## src/rtl/cluster_clock_divider_ctrl.sv

```systemverilog
// cluster_clock_divider_ctrl
//   Programmable integer clock divider for the cluster clock tree. It produces
//   a registered divided clock and a one-root-cycle enable pulse per divided
//   period. The divide ratio is changed at runtime through a valid/ack
//   handshake. A new ratio is applied only on a period boundary, so the
//   divided clock never produces a runt pulse.
//
// Ports
//   clk_i        root clock
//   rst_i        synchronous reset, active-high
//   div_i        requested divide ratio N (0 and 1 select bypass)
//   div_valid_i  request valid, held by the requester until div_ack_o
//   div_ack_o    one-cycle acknowledge, high in the first cycle of the new ratio
//   clk_en_o     high in the last root cycle of each divided period
//   clk_div_o    registered divided clock
//   busy_o       high while a captured request waits for a period boundary
module cluster_clock_divider_ctrl #(
   parameter int DIV_WIDTH   = 8,
   parameter int DEFAULT_DIV = 2
) (
   input  logic                 clk_i,
   input  logic                 rst_i,
   input  logic [DIV_WIDTH-1:0] div_i,
   input  logic                 div_valid_i,
   output logic                 div_ack_o,
   output logic                 clk_en_o,
   output logic                 clk_div_o,
   output logic                 busy_o
);

   localparam logic [DIV_WIDTH-1:0] DEFAULT_DIV_W = DIV_WIDTH'(DEFAULT_DIV);
   localparam logic [DIV_WIDTH-1:0] ONE_W         = DIV_WIDTH'(1);
   localparam logic [DIV_WIDTH-1:0] TWO_W         = DIV_WIDTH'(2);
   localparam logic                 DEFAULT_CLK   = (DEFAULT_DIV >= 2);

   typedef enum logic [1:0] {
      IDLE,
      PENDING,
      ACK
   } state_t;

   state_t               state_reg;
   logic [DIV_WIDTH-1:0] div_reg;
   logic [DIV_WIDTH-1:0] pend_reg;
   logic [DIV_WIDTH-1:0] cnt_reg;
   logic                 clk_div_reg;

   logic [DIV_WIDTH-1:0] div_last;
   logic [DIV_WIDTH-1:0] half_last;
   logic                 bypass;
   logic                 boundary;

   // Ratios 0 and 1 pass the root clock through as a constant enable.
   assign bypass    = (div_reg < TWO_W);
   assign div_last  = div_reg - ONE_W;
   // Last cycle of the high phase; only meaningful when not in bypass.
   assign half_last = (div_reg >> 1) - ONE_W;
   assign boundary  = bypass | (cnt_reg == div_last);

   assign clk_en_o  = boundary;
   assign clk_div_o = clk_div_reg;
   assign busy_o    = (state_reg == PENDING);
   assign div_ack_o = (state_reg == ACK);

   always_ff @(posedge clk_i) begin
      if (rst_i) begin
         state_reg   <= IDLE;
         div_reg     <= DEFAULT_DIV_W;
         pend_reg    <= '0;
         cnt_reg     <= '0;
         clk_div_reg <= DEFAULT_CLK;
      end else begin
         // Counter and divided clock. Applying a new ratio restarts the
         // period exactly as a natural wrap would, so the high phase of the
         // new ratio starts cleanly.
         if (state_reg == PENDING && boundary) begin
            div_reg     <= pend_reg;
            cnt_reg     <= '0;
            clk_div_reg <= (pend_reg >= TWO_W);
         end else if (bypass) begin
            cnt_reg     <= '0;
            clk_div_reg <= 1'b0;
         end else if (cnt_reg == div_last) begin
            cnt_reg     <= '0;
            clk_div_reg <= 1'b1;
         end else begin
            cnt_reg <= cnt_reg + ONE_W;
            if (cnt_reg == half_last) begin
               clk_div_reg <= 1'b0;
            end
         end

         // Request handshake. div_valid_i is ignored during ACK so a
         // requester that is slow to drop valid is not acknowledged twice
         // for the same boundary.
         case (state_reg)
            IDLE: begin
               if (div_valid_i) begin
                  pend_reg  <= div_i;
                  state_reg <= PENDING;
               end
            end
            PENDING: begin
               if (boundary) begin
                  state_reg <= ACK;
               end
            end
            ACK: begin
               state_reg <= IDLE;
            end
            default: begin
               state_reg <= IDLE;
            end
         endcase
      end
   end

endmodule

```

## config.mk

```make
export PLATFORM = sky130hd
export DESIGN_NAME = cluster_clock_divider_ctrl
export DESIGN_NICKNAME = d
export VERILOG_FILES = /design/src/rtl/cluster_clock_divider_ctrl.sv
export SDC_FILE = /design/constraint.sdc
export NUM_CORES = 1
export LEC_CHECK = 0
export ABC_AREA = 1
export ABC_CLOCK_PERIOD_IN_PS = 2600
export CAP_MARGIN = 20
export CELL_PAD_IN_SITES_DETAIL_PLACEMENT = 2
export CELL_PAD_IN_SITES_GLOBAL_PLACEMENT = 2
export CORE_MARGIN = 3
export CORE_UTILIZATION = 33
export CTS_BUF_LIST = sky130_fd_sc_hd__clkbuf_4 sky130_fd_sc_hd__clkbuf_8
export DETAILED_ROUTE_END_ITERATION = 10
export PLACE_DENSITY = 0.85
export SETUP_SLACK_MARGIN = 0.1
export SLEW_MARGIN = 10
export SYNTH_ARGS = -nofsm -noshare
export SYNTH_HDL_FRONTEND = slang
export SYNTH_SLANG_ARGS = --single-unit
```

## constraint.sdc

```tcl
create_clock -name clk_i -period 2.6 [get_ports clk_i]
set_input_delay 0.78 -clock clk_i [delete_from_list [all_inputs] [get_ports clk_i]]
set_output_delay 0.78 -clock clk_i [all_outputs]
set_load 0.05 [all_outputs]
```

Word-level counts from Yosys, hierarchy flattened
Cells that the tools add are included.
{ "totals": {"ff_bits": 27, "inputBits": 11, "word_cells": 30, "output_inout_bits": 4} }
{ "classes": {"bitwise": 1, "n_lt_le_gt_ge": 2, "reduce_logical": 6, "addsub": 3, "eq_ne": 6, "mux": 7} }
{ "op_table": {"columns": ["op", "count"], "rows": [
  ["8-bit equality test", 2],
  ["8-bit by 1-bit adder with 8-bit output (second input constant)", 1],
  ["8-bit by 2-bit greater-or-equal comparator with 1-bit output (second input constant)", 1],
  ["8-bit by 2-bit < comparator with 1-bit output (second input constant)", 1],
  ["7-bit by 1-bit subtractor with 8-bit output (second input constant)", 1],
  ["8-bit by 1-bit subtractor with 8-bit output (second input constant)", 1],
  ["1-bit 2-to-1 mux", 4],
  ["2-bit 2-to-1 mux", 2],
  ["2-bit one-hot mux with 2 select lines", 1],
  ["2-bit AND reduction", 2],
  ["4-bit nonzero test", 1],
  ["4-bit OR reduction", 1],
  ["2-bit by 1-bit equality test with 1-bit output (second input constant)", 1],
  ["2-bit equality test (second input constant)", 1],
  ["2-bit logical NOT", 1],
  ["2-bit by 1-bit inequality test with 1-bit output (second input constant)", 1],
  ["2-bit inequality test (second input constant)", 1],
  ["1-bit logical AND", 1],
  ["1-bit OR", 1]
]} }

Longest topological paths before layout
{ "depth": {"depth_word": 6, "depth_mapped": 15} }

Worst setup path after synthesis
OpenSTA, ideal clock, no wires.
{ "synth_path": {"path_type": "reg2out", "from": "register div_reg[1]", "to": "output port clk_en_o", "stages_incl_launch_ff": 12, "t_arrival_ps": 1486, "setup_slack_ps": 334, "t_required_ps": 1820, "cell_sequence": "dfxtp_1 > inv_1 > ha_1 > inv_2 > nor2_1 > nand3_1 > nand2_1 > nand2_1 > nor2_1 > nand3_2 > nand2_4 > buf_8"} }
{ "synth_via": {"elab_chain_len": 3, "elab_cells_between_ends": 4, "cone_classes": "add/sub (1); order compare (1); eq/ne (1); bitwise (1)"} }
{ "synth_lines": {"columns": ["element", "line_no", "text"], "rows": [
  ["start: declaration", "43", "logic [DIV_WIDTH-1:0] div_reg;"],
  ["start signal: assignment", "77", "div_reg <= pend_reg;"],
  ["8-bit by 1-bit subtractor with 8-bit output", "55", "assign div_last = div_reg - ONE_W;"],
  ["8-bit equality test", "58", "assign boundary = bypass | (cnt_reg == div_last);"],
  ["1-bit OR (*)", "58", null],
  ["end: declaration", "26", "output logic clk_en_o,"]
]} }
Every way passes the cells marked *; elsewhere a longest branch is shown, timed or not.

Worst setup path in the final report
{ "layout_path": {"from": "register div_reg[2]", "to": "output port clk_en_o"} }
Same word-level chain as after synthesis.

==> metrics.md <==
| Metric | Value |
|---|---|
| Run status | finished, final reports clean |
| Port Buffers | 14 |
| Ys flop type | dfxtp_1 |
| CTS tree | done |
| H-Tree Level Count | 1 |
| Area grow syn2layout | 24.9% |
| Fillcell total | 551 |
| Final min period | 2.52 ns |
| DRC Markers | 0 |
| Skew final | 0.00632 ns |
| Switching power share of the total | 0.478 |
| Maximum vdd ir drop | 0.000479 V |
| CP Capture Type | output pin |
| Die width | 76.3 um |
| Share of cells above drive strength 1 | 0.201 |
| IO Pins | 15 |
| Core Rows | 24 |
| Gr usage total | 0.209 |
| Gpl congestion | 0.812 |
| Critical Path Fanout Max | 4 |
| Warnings from Yosys | 0 |
| Net count reported at finish | 279 |
| Sequential-to-total area share from yosys stat | 0.332 |
| Grt total ovfl | 0 |
| Most frequent cells in the layout | 56 x nand2_1, 27 x nor2_1, 20 x nand3_1, 20 x dfxtp_1, 19 x inv_1 |
| Mapped cell area | 1630 sq um |
| Die Y | 76.3 um |
| Antenna violations before repair | 0 |
| N_diodes | 0 |
| Worst-Margin Slew | 0.496 ns |
| Slowest cell on crit path | dfxtp_4 |
| P_leak | 0.878 nW |
| Max-slew violations | 0 |
| CP required | 1.82 ns |
| Vias in the first global route | 1825 |
| Avg WL per Cell | 18.0 um |
| Distinct cells, synth | 24 |
| CP arrival | 1.74 ns |
| Bufs and invs on worst path | 3 |
| Total of max-cap violations | 0 |
| Num CTS Buffers | 3 |
| Clock Pin Slew Worst Setup and Hold Paths | 0.11 ns |
| Drt first pass iters | 4 |
| Final Util | 0.446 |
| Switching pwr | 0.957 mW |
| Min-delay worst type | flip-flop to flip-flop |
| Hold Vio Cnt, Final | 0 |
| Logic gate share of total power | 0.567 |
| Synthesized Nets | 258 |
| Detail Route Antenna Nets | 0 |
| Total number of vias | 1658 |
| Pwr dens | 983 nW/um^2 |
| Biggest cell delay along the critical path | 0.38 ns |
| CP Cell Sequence | inv_4 > ha_4 > inv_4 > nor2_4 > nand3_2 > nand2_1 > nand2_1 > nor2_2 > nand3_2 > nand2_4 > buf_12 |
| Final setup vio count | 0 |
| CTS max path bufs | 2 |
| Power Total | 2.00 mW |
| Drt via density | 5.04 |
| Core ar. | 4560 sq um |
| RSZ-0062 raised after global routing | yes |
| Startpoint type of the worst setup path | flip-flop |
| Int Pwr | 1.04 mW |
| Clock root cell | clkbuf_8 |
| Max-slew headroom | 0.668 |
| Post-synthesis register bit count | 27 |
| Die ar. | 5820 sq um |
| DR iter-0 viols | 43 |
| Post-synth EDFFs | 0 |
| Max Clk Rate | 0.398 GHz |
| Most common cell after layout, fill and taps aside | nand2_1 |
| Initial core utilization | 0.357 |
| Drt total wl | 5920 um |
| WS Path Type | flip-flop to output pin |
| Avg Inst Size Synth | 6.68 sq um |
| Clk Latency, worst-skew pair | 0.28 ns |
| Seq pwr share | 0.301 |
| Pin count of the biggest net entering global routing | 19 |
| Clk sinks | 27 |
| Top delay family on crit path | simple AND/OR/NAND/NOR gates |
| DP Wirelength | 3810 um |
| Syn Inst Count | 244 |
| First-pass GRT wire length | 9730 um |
| Final worst-path cycle share | 0.967 |
| Ys async rst share | 0 |
| Clock power share | 0.132 |
[logic make-up after synthesis]
kind of cell / count (synthesis) / synth area share
AOI/OAI and AO/OA: 29 / 0.0899
xor gates and xnor gates: 21 / 0.113
adders and majority gates: 3 / 0.0230
buffers and inverters: 38 / 0.105
DFF: 27 / 0.332
and+or+nand+nor: 126 / 0.337
[Yosys cell counts (2+ instances only)]
library cell / n / area (sq um)
nand2_1: 60 / 225
nor2_1: 29 / 109
dfxtp_1: 27 / 541
inv_1: 23 / 86.3
nand3_1: 23 / 115
a21oi_1: 16 / 80.1
o21ai_0: 12 / 60.1
xor2_1: 11 / 96.3
xnor2_1: 10 / 87.6
buf_2: 6 / 30.0
nor2_2: 5 / 31.3
ha_1: 3 / 37.5
nand3_2: 3 / 30.0
nor3_1: 3 / 15.0
clkbuf_1: 2 / 7.51
clkbuf_2: 2 / 10.0
clkinv_1: 2 / 7.51
[routing by layer]
layer,GRT usage,part of all wire,vias to the layer above
li1,-,-,799
met1,0.274,0.46,828
met2,0.357,0.50,21
met3,0.0248,0.014,10
met4,0.0652,0.024,0
met5,0,0,-
[through the flow]
step           hold slack (ns)  worst slack, ns  cells  TNS (ns)  cell area [sq um]
5_1_grt                  0.527          -0.0134    329   -0.0134               2030
6_report                 0.488           0.0846    329         0               2030
4_1_cts                  0.482            0.102    326         0               1990
3_3_place_gp             0.450            0.120    314         0               1810
3_5_place_dp             0.467           0.0862    314         0               1810
2_1_floorplan            0.431            0.334    244         0               1630
[worst register-to-register path: stages (launching register included)]
cell	delay (ns)
dfxtp_4	0.38
inv_4	0.07
ha_4	0.18
inv_4	0.05
nor2_4	0.11
nand3_2	0.07
nand2_1	0.09
nand2_1	0.07
nor2_2	0.09
nand3_2	0.12
nand2_4	0.09
buf_4	0.11
buf_4	0.21
nand2_1	0.11
nand2_1	0.08
nand3_1	0.07
[cell type report]
type	count	area, sq um	share of cell area
clock buffer	3	41.3	0.0203
clock inverter	1	7.51	0.00369
inverter	26	108	0.0529
multi-input combinational	179	987	0.485
sequential	27	557	0.274
tap	65	81.3	0.0400
timing repair buffer	28	253	0.124
[worst paths after layout]
path | slack [ns] | depth (start not counted) | endpoint | start
setup / recovery | 0.08 | 11 | clk_en_o | div_reg[2]$_SDFFE_PP0P_
hold reg to reg | 0.49 | 2 | pend_reg[7]$_SDFFE_PP0P_ | pend_reg[7]$_SDFFE_PP0P_
setup reg to reg | 0.60 | 15 | div_reg[1]$_SDFFE_PP1P_ | div_reg[2]$_SDFFE_PP0P_
hold / removal | 0.49 | 2 | pend_reg[7]$_SDFFE_PP0P_ | pend_reg[7]$_SDFFE_PP0P_
[timing repair]
item,CTS,global route
hold buffers,0,0
resized for setup,24,10
endpoints found under the setup margin,1,1
buffers inserted,8,3
pin swaps,4,5
[power by group through the flow]
stage	Combinational, mW	Sequential [mW]	Clock [mW]
5_1_grt	1.25	0.615	0.289
3_3_place_gp	0.921	0.597	0
3_5_place_dp	0.969	0.601	0
2_1_floorplan	0.703	0.574	0
6_report	1.13	0.602	0.264
4_1_cts	1.07	0.600	0.267
(Power assumes the default switching activity.)
